[src/rtl/comp_block_accum.sv]
// Block accumulator: sums N_SAMPLES signed 8-bit samples with per-step saturation, counts negatives.
// Latency: result valid the cycle after the last sample handshake; one or more HOLD cycles per block.
// Backpressure: din_rdy drops while a result is held; the result holds until sum_rdy, then input resumes.
//
// Ports:
//   clk      rising-edge clock
//   res      asynchronous active-low reset
//   din      two's-complement sample, din_vld/din_rdy handshake
//   sum      two's-complement block sum (SUM_W bits)
//   neg_cnt  number of negative samples in the block
//   sat      accumulator clamped at least once in the block
//   sum_vld  result valid, sum_rdy downstream accept
module comp_block_accum #(
   parameter int N_SAMPLES = 8,
   parameter int SUM_W     = 11
) (
   input  logic             clk,
   input  logic             res,
   input  logic [7:0]       din,
   input  logic             din_vld,
   output logic             din_rdy,
   output logic [SUM_W-1:0] sum,
   output logic [8:0]       neg_cnt,
   output logic             sat,
   output logic             sum_vld,
   input  logic             sum_rdy
);

   localparam int CNT_W = (N_SAMPLES > 1) ? $clog2(N_SAMPLES) : 1;
   localparam logic [CNT_W-1:0] LAST_CNT = CNT_W'(N_SAMPLES - 1);
   localparam logic [SUM_W-1:0] SUM_MAX  = {1'b0, {(SUM_W-1){1'b1}}};
   localparam logic [SUM_W-1:0] SUM_MIN  = {1'b1, {(SUM_W-1){1'b0}}};

   typedef enum logic {
      ST_ACC  = 1'b0,
      ST_HOLD = 1'b1
   } state_t;

   state_t            state_q, state_d;
   logic [SUM_W-1:0]  acc_q, acc_d;
   logic [CNT_W-1:0]  cnt_q, cnt_d;
   logic [8:0]        neg_int_q, neg_int_d;
   logic              sat_int_q, sat_int_d;
   logic [SUM_W-1:0]  sum_q, sum_d;
   logic [8:0]        neg_cnt_q, neg_cnt_d;
   logic              sat_q, sat_d;
   logic              sum_vld_q, sum_vld_d;
   logic              din_rdy_q, din_rdy_d;

   // One accumulate step, done one bit wider than the accumulator so that
   // overflow shows up as disagreement between the top two bits.
   logic [SUM_W:0]    din_ext;
   logic [SUM_W:0]    acc_ext;
   logic [SUM_W:0]    nxt;
   logic              ovf;
   logic [SUM_W-1:0]  step_acc;
   logic              step_sat;
   logic [8:0]        step_neg;

   always_comb begin
      din_ext  = {{(SUM_W-7){din[7]}}, din};
      acc_ext  = {acc_q[SUM_W-1], acc_q};
      nxt      = acc_ext + din_ext;
      ovf      = nxt[SUM_W] ^ nxt[SUM_W-1];
      // Sign of the wide result picks the rail to clamp to.
      step_acc = ovf ? (nxt[SUM_W] ? SUM_MIN : SUM_MAX) : nxt[SUM_W-1:0];
      step_sat = sat_int_q | ovf;
      step_neg = neg_int_q + {8'd0, din[7]};
   end

   always_comb begin
      state_d   = state_q;
      acc_d     = acc_q;
      cnt_d     = cnt_q;
      neg_int_d = neg_int_q;
      sat_int_d = sat_int_q;
      sum_d     = sum_q;
      neg_cnt_d = neg_cnt_q;
      sat_d     = sat_q;
      sum_vld_d = sum_vld_q;
      din_rdy_d = din_rdy_q;

      case (state_q)
         ST_ACC: begin
            if (din_vld) begin
               if (cnt_q == LAST_CNT) begin
                  // Last sample: publish the step result and start a clean block.
                  sum_d     = step_acc;
                  neg_cnt_d = step_neg;
                  sat_d     = step_sat;
                  acc_d     = '0;
                  cnt_d     = '0;
                  neg_int_d = '0;
                  sat_int_d = 1'b0;
                  sum_vld_d = 1'b1;
                  din_rdy_d = 1'b0;
                  state_d   = ST_HOLD;
               end else begin
                  acc_d     = step_acc;
                  cnt_d     = cnt_q + CNT_W'(1);
                  neg_int_d = step_neg;
                  sat_int_d = step_sat;
               end
            end
         end
         ST_HOLD: begin
            // Result fields keep their values after the handshake; only valid drops.
            if (sum_rdy) begin
               sum_vld_d = 1'b0;
               din_rdy_d = 1'b1;
               state_d   = ST_ACC;
            end
         end
         default: begin
            state_d = ST_ACC;
         end
      endcase
   end

   always_ff @(posedge clk or negedge res) begin
      if (!res) begin
         state_q   <= ST_ACC;
         acc_q     <= '0;
         cnt_q     <= '0;
         neg_int_q <= '0;
         sat_int_q <= 1'b0;
         sum_q     <= '0;
         neg_cnt_q <= '0;
         sat_q     <= 1'b0;
         sum_vld_q <= 1'b0;
         din_rdy_q <= 1'b1;
      end else begin
         state_q   <= state_d;
         acc_q     <= acc_d;
         cnt_q     <= cnt_d;
         neg_int_q <= neg_int_d;
         sat_int_q <= sat_int_d;
         sum_q     <= sum_d;
         neg_cnt_q <= neg_cnt_d;
         sat_q     <= sat_d;
         sum_vld_q <= sum_vld_d;
         din_rdy_q <= din_rdy_d;
      end
   end

   assign din_rdy = din_rdy_q;
   assign sum     = sum_q;
   assign neg_cnt = neg_cnt_q;
   assign sat     = sat_q;
   assign sum_vld = sum_vld_q;

endmodule

[config.mk]
export PLATFORM = sky130hd
export DESIGN_NAME = comp_block_accum
export DESIGN_NICKNAME = d
export VERILOG_FILES = /design/src/rtl/comp_block_accum.sv
export SDC_FILE = /design/constraint.sdc
export NUM_CORES = 1
export LEC_CHECK = 0
export CAP_MARGIN = 20
export CORE_UTILIZATION = 52
export CTS_BUF_LIST = sky130_fd_sc_hd__clkbuf_4 sky130_fd_sc_hd__clkbuf_8
export CTS_CLUSTER_SIZE = 24
export DETAILED_ROUTE_END_ITERATION = 7
export PLACE_DENSITY = 0.79
export SETUP_SLACK_MARGIN = 0.4
export SLEW_MARGIN = 20
export SYNTH_ARGS = -nofsm -noshare
export SYNTH_HDL_FRONTEND = slang
export SYNTH_SLANG_ARGS = --single-unit
[constraint.sdc]
create_clock -name clk -period 2.3 [get_ports clk]
set_input_delay 0.345 -clock clk [delete_from_list [all_inputs] [get_ports clk]]
set_output_delay 0.345 -clock clk [all_outputs]
set_load 0.03 [all_outputs]
==> impl_results.md, run 1 <==
* Sequential area share after synthesis at between 40% and 50%
* Clk sinks at 48
* Total Wirelength at between 6000 and 7000 um
* Yosys cell types at 42
* DRC errors left at 0
* DRT iter0 DRCs at around 140
* Die Span X at between 70 and 80 um
* Worst-Skew Late Latency at approximately 0.31 ns
* Worst EP required at roughly 2.5 ns
* Post-CTS Hold Buffers at 0
* Layout net count at approximately 370
* Ant diodes at 0
* Worst slew margin at between 50 and 60%
* Worst hold slack at around 0.13 ns
* Dpl ws at -0.485 ns
* Final total power at roughly 0.0054 W
* Clock buffer depth at 2
* I/O Pins at 35
* Final hold violation count at 0
* Final setup TNS at -0.00978 ns
* Cells after Synth at between 200 and 300
* VDD IR-drop max at 0.000789 V
* Cell count after placement at around 400
* Fin. max-slew vios at 0
* CP Max Fanout at 13
* Synth Flop Type: dfrtp_1
* Final setup fails at 3
* Yosys warns at 0
* EDFF count, synth at 0
* First-pass GRT wire length at ~10000 um
* Crit start category: flop
* Clock Skews at a little over 0.01 ns
* Gpl congestion at 0.857
* Initial Util at a little under three fifths
* Mapped cell area at about 2700 um^2
* DR vias/cell at 5.59
* Cell count of the worst reg-to-reg path at 8
* GRT Util Overall at between 20 and 30%
* Max-Cap Viols at 0
* WP data arrival at around 2.5 ns
* Core footprint at 4820 um^2
* CP Class: reg -> reg
* Setup ws final at -0.00662 ns
* Asr flop ratio synth at 100%
* FF-to-FF Start: acc_q[1]$_DFFE_PN0P_
* Non-Filler Instances at around 400
* Global route total overflow at 0
* Reg-to-reg slack, setup at -0.007 ns
* Post-Syn Nets at between 300 and 400
* Hold Crit Class: in -> async
* Detailed Place HPWL at 4380 um
* RSZ-0062 raised after global routing: yes
* CTS clock-pin slew for the worst setup and hold paths at ~0.090 ns
* Layout Area Growth over Synthesis at 36.2%
* Total CTS buffers at 5
* Root Buffer: clkbuf_8
* Chip height at between 70 and 80 um
* Number of global-route vias before repair at about 2100
* Post-DRT Antenna Nets at 0
* Syn avg cell area at approximately 9.5 um^2
* Measured slew at the worst slew-check pin at about 0.60 ns
* Fin crit share at 100%
* Violated checks: setup timing
* Fill cells at roughly 350
* Initial antenna violation count at 0
* Largest net degree at the start of global routing at between 40 and 50
* I/O Buffers at 34
* CP Capture Type: flop
* Wire length per cell at roughly 16 um
* Share of layout cells above drive strength 1 at 31.0%
* Status: finished with violations
* Reg2reg end: sum[0]$_DFFE_PN0P_
* Row count at 25
* FMAX at between 0.4 and 0.5 GHz
* DR vias at 2304
* Tmin final at roughly 2.3 ns
* H-tree levels at 2
* Synth Register Bits at 48
* Die ar. at around 5400 um^2
* P per Cell Area at about 1500 nW/um^2
* CTS tree: yes
* DR pass1 iterations at 4
* Leakage at roughly 1.6 nW
[critical path, stage by stage (launching register included)]
cell	delay, ns
dfrtp_2	0.46
ha_4	0.24
a211oi_4	0.27
o21ai_2	0.12
a2111oi_2	0.43
a221o_2	0.23
buf_12	0.15
maj3_2	0.21
o21ai_1	0.07
[metrics by stage]
step,cell area (um^2),utilization [%]
floorplan,2710,-
global placement,3320,69.0
detailed placement,3320,69.0
CTS,3550,73.8
global route,3630,75.4
finish,3630,75.4
[power breakdown]
part	internal, W	total (W)	switching (W)
combinational	0.00163	0.00341	0.00178
sequential	0.00117	0.00144	0.000267
clock	0.000240	0.000532	0.000291
[flip-flops by register name (all words and copies together), names as in the netlist]
signal     cells
acc_q         11
sat_int_q      1
state_q        1
sum           11
sum_vld        1
neg_cnt        9
sat            1
cnt_q          3
neg_int_q      9
din_rdy        1
[Yosys cell counts (all sizes together), types with 2 or more instances]
library cell | n | area (um^2)
o211ai | 4 | 35.0
nand2 | 52 | 195
a211oi | 3 | 32.5
nand3 | 6 | 30.0
or3 | 2 | 12.5
dfrtp | 47 | 1180
clkbuf | 9 | 33.8
a21oi | 13 | 95.1
o21bai | 2 | 15.0
ha | 15 | 188
or2 | 2 | 12.5
inv | 7 | 26.3
xor2 | 5 | 43.8
nor2 | 13 | 51.3
mux2 | 3 | 33.8
a31oi | 2 | 12.5
and3 | 4 | 25.0
o21ai | 52 | 264
xnor2 | 10 | 87.6
maj3 | 10 | 113
buf | 5 | 38.8
nand3b | 3 | 22.5
[kinds of logic (layout without fill, tap and decap cells)]
family	Yosys count	in the layout	share of synthesized area, %
AO/OA/AOI/OAI	82	82	19.2
XOR/XNOR	15	16	4.92
adder cells (fa/ha/maj)	26	26	12.0
buffers and inverters	21	85	3.71
flip-flops	48	48	45.1
multiplexers	3	3	1.27
AND/OR/NAND/NOR	85	85	13.8
[layer usage]
metal | routed length (um) | part of all wire [%] | GRT usage (%)
met1 | 2860 | 44 | 35.4
met2 | 3220 | 50 | 40.6
met3 | 266 | 4.1 | 3.98
met4 | 148 | 2.3 | 6.41
met5 | 0 | 0 | 0
[placed cells by master (no fill, tap or decap), types with 8 or more instances in the layout]
master,n
nand2_1,52
o21ai_2,10
dfrtp_1,45
a21oi_2,9
ha_4,9
o21ai_0,36
clkdlybuf4s50_1,26
maj3_2,10
buf_4,34
xnor2_1,8
nor2_1,11
[final cells by class]
class	instances	area, um^2	area share (%)
sequential	48	1200	33.2
inverter	7	26.3	0.723
clock inverter	1	8.76	0.241
timing repair buffer	71	628	17.3
clock buffer	6	82.6	2.27
multi-input combinational	212	1600	44.0
tap	67	83.8	2.31
[worst max path at each step]
stage	startpoint	end	slack [ns]
after floorplan	acc_q[0]$_DFFE_PN0P_	acc_q[2]$_DFFE_PN0P_	0.12
after detailed placement	din[0]	acc_q[8]$_DFFE_PN0P_	-0.48
after global routing	acc_q[0]$_DFFE_PN0P_	sum[2]$_DFFE_PN0P_	-0.12
after global placement	din[0]	acc_q[8]$_DFFE_PN0P_	-0.43
after CTS	acc_q[0]$_DFFE_PN0P_	acc_q[7]$_DFFE_PN0P_	-0.07
final	acc_q[1]$_DFFE_PN0P_	sum[0]$_DFFE_PN0P_	-0.007
[timing repair]
item / 4_1_cts / 5_1_grt
setup endpoints to repair: 28 / 26
buffers inserted: 2 / 1
gates cloned: 1 / 0
pin swaps: 27 / 17
resized for setup: 23 / 15
hold endpoints to repair: 0 / 0
Power figures use the tool's default switching activity.
==> run 2, diff against run 1 <==
--- a/config.mk
+++ b/config.mk
@@ -6,6 +6,7 @@
 export NUM_CORES = 1
 export LEC_CHECK = 0
 export CAP_MARGIN = 20
+export CORE_MARGIN = 2
 export CORE_UTILIZATION = 52
 export CTS_BUF_LIST = sky130_fd_sc_hd__clkbuf_4 sky130_fd_sc_hd__clkbuf_8
 export CTS_CLUSTER_SIZE = 24
==> run 2 against run 1 <==
  * Global-route usage decreased by 2.2 points
  * Setup slack got worse by 0.064 ns
  * Final area decreased by 0.34%
  * Critical path depth increased by 1
  * Sequential share of layout area about the same
  * Worst hold slack improved by 0.014 ns
  * Sequential power decreased by 3%
  * Clock power decreased by 3%
  * The run still ends with setup timing left
==> impl_results.md, run 2 (synthesized netlist as in run 1, its figures left out) <==
* Layout net count at 377 (+1.1%)
* Total CTS buffers at 5 (unchanged)
* Reg-to-reg slack, setup at -0.07 ns (-0.06 ns)
* Gpl congestion at 0.780 (-9.1%)
* Most frequent cells in the layout: nand2_1 (52), dfrtp_1 (47), o21ai_0 (35)
* Post-DRT Antenna Nets at 0 (unchanged)
* Most common cell after layout, fill and taps aside: nand2_1
* DR vias/cell at 5.34 (-4.6%)
* Clock Skews at 0.0130 ns (+0.00279 ns)
* H-tree levels at 2 (unchanged)
* P per Cell Area at 1470 nW/um^2 (-0.96%)
* Hold Crit Class: in -> async
* Initial Util at 52.9% (-2.5 points)
* WP data arrival at 2.60 ns (+0.11 ns)
* Final setup fails at 20 (+17)
* Leakage at 1.60 nW (+1.1%)
* FMAX at 0.422 GHz (-2.7%)
* Fin crit share at 103% (+2.8 points)
* DRT iter0 DRCs at 180 (+31%)
* Register area at 1200 um^2 (-0.21%)
* RSZ-0062 raised after global routing: yes
* Fill cells at 372 (+7.8%)
* Worst-Skew Late Latency at 0.30 ns (about the same)
* Total Wirelength at 5920 um (-8.7%)
* Crit start category: flop
* CTS tree: yes
* DR pass1 iterations at 4 (unchanged)
* Row count at 26 (+4.0%)
* Root Buffer: clkbuf_8
* Chip height at 75.6 um (+2.7%)
* DR vias at 2236 (-3.0%)
* Final hold violation count at 0 (unchanged)
* Layout Area Growth over Synthesis at 35.7%
* CP Capture Type: flop
* Clock buffer depth at 2 (unchanged)
* Worst Setup SP: acc_q[0]$_DFFE_PN0P_
* I/O Buffers at 34 (unchanged)
* VDD IR-drop max at 0.000914 V (+16%)
* Wire length per cell at 14.1 um (-10%)
* Global route total overflow at 0 (unchanged)
* Measured slew at the worst slew-check pin at 0.836 ns (+0.235 ns)
* Fin. max-slew vios at 0 (unchanged)
* First-pass GRT wire length at 9870 um (-3.7%)
* Worst EP required at 2.53 ns (+0.05 ns)
* Max-Cap Viols at 0 (unchanged)
* Die ar. at 5720 um^2 (+5.5%)
* CP Max Fanout at 5 (-8)
* Post-CTS Hold Buffers at 0 (unchanged)
* Clk sinks at 48 (unchanged)
* DRC errors left at 0 (unchanged)
* Largest net degree at the start of global routing at 39 (-20%)
* CP Class: reg -> reg
* Violated checks: setup timing
* Number of global-route vias before repair at 2130 (-0.23%)
* Status: finished with violations
* Setup ws final at -0.0709 ns (-0.0642 ns)
* Finished Core Util at 71.8% (-3.6 points)
* GRT Util Overall at 22.9% (-2.2 points)
* Core footprint at 5040 um^2 (+4.7%)
* Ant diodes at 0 (unchanged)
* Initial antenna violation count at 0 (unchanged)
* Multi-input logic area at 1560 um^2 (-2.7%)
* Worst slew margin at 44.2% (-16 points)
* Tmin final at 2.37 ns (+0.0642 ns)
* FF-to-FF Start: acc_q[0]$_DFFE_PN0P_
* CTS clock-pin slew for the worst setup and hold paths at 0.09 ns (about the same)
* Detailed Place HPWL at 4170 um (-4.7%)
* Die Span X at 75.6 um (+2.7%)
* I/O Pins at 35 (unchanged)
* Dpl ws at -0.489 ns (-0.00396 ns)
* Cell count of the worst reg-to-reg path at 9 (+1)
* Reg2reg end: acc_q[2]$_DFFE_PN0P_
* Share of layout cells above drive strength 1 at 28.9% (-2.1 points)
==> run 2: repair_timing <==
action	in CTS	in global routing
cloned	2	0
endpoints found under the setup margin	28	27
pin swaps	15	16
setup buffers	5	4
resized for setup	19	17
==> run 2: through the flow <==
step / std cells / hold WS, ns / total power, W / instance area [um^2] / TNS, ns
after floorplan: 280 / 0.0494 / 0.00342 / 2710 / 0
after global placement: 401 / 0.448 / 0.00414 / 3290 / -9.52
after detailed placement: 401 / 0.469 / 0.00423 / 3290 / -10.94
after CTS: 415 / 0.167 / 0.00513 / 3540 / -1.47
after global routing: 419 / 0.215 / 0.00571 / 3620 / -2.35
final: 419 / 0.141 / 0.00531 / 3620 / -0.832
==> run 2: worst max-delay path by stage <==
stage | endpoint | slack (ns) | depth (start not counted)
CTS | acc_q[9]$_DFFE_PN0P_ | -0.1 | 9
detailed placement | sum[8]$_DFFE_PN0P_ | -0.49 | 9
floorplan | acc_q[2]$_DFFE_PN0P_ | 0.12 | 9
finish | acc_q[2]$_DFFE_PN0P_ | -0.07 | 9
global route | acc_q[2]$_DFFE_PN0P_ | -0.14 | 9
global placement | acc_q[8]$_DFFE_PN0P_ | -0.44 | 10
==> run 2: cell type report <==
cell class | instances | share of cell area, %
inverter | 7 | 0.726
multi-input combinational | 213 | 43.0
tap | 70 | 2.42
sequential | 48 | 33.2
clock buffer | 6 | 2.28
timing repair buffer | 74 | 18.1
clock inverter | 1 | 0.242
==> run 2: power by group <==
group / total [W] / switching, W / internal, W
registers: 0.00140 / 0.000235 / 0.00117
clock network: 0.000517 / 0.000277 / 0.000240
logic: 0.00339 / 0.00176 / 0.00163
total: 0.00531 / 0.00227 / 0.00304
==> run 2: worst max-delay path, stage by stage, from the launching register on <==
cell,delay [ns]
dfrtp_1,0.42
ha_4,0.18
fa_2,0.36
a211oi_4,0.27
o21bai_2,0.13
o211ai_2,0.17
buf_6,0.16
xnor2_4,0.11
maj3_2,0.36
a21oi_2,0.15
==> run 2: layer usage <==
layer,global-route usage (%),vias up,wire (um)
met5,0,-,0
met3,3.57,12,259
met2,38.1,56,2850
met4,7.41,0,133
met1,31.0,1052,2680
li1,-,1116,-
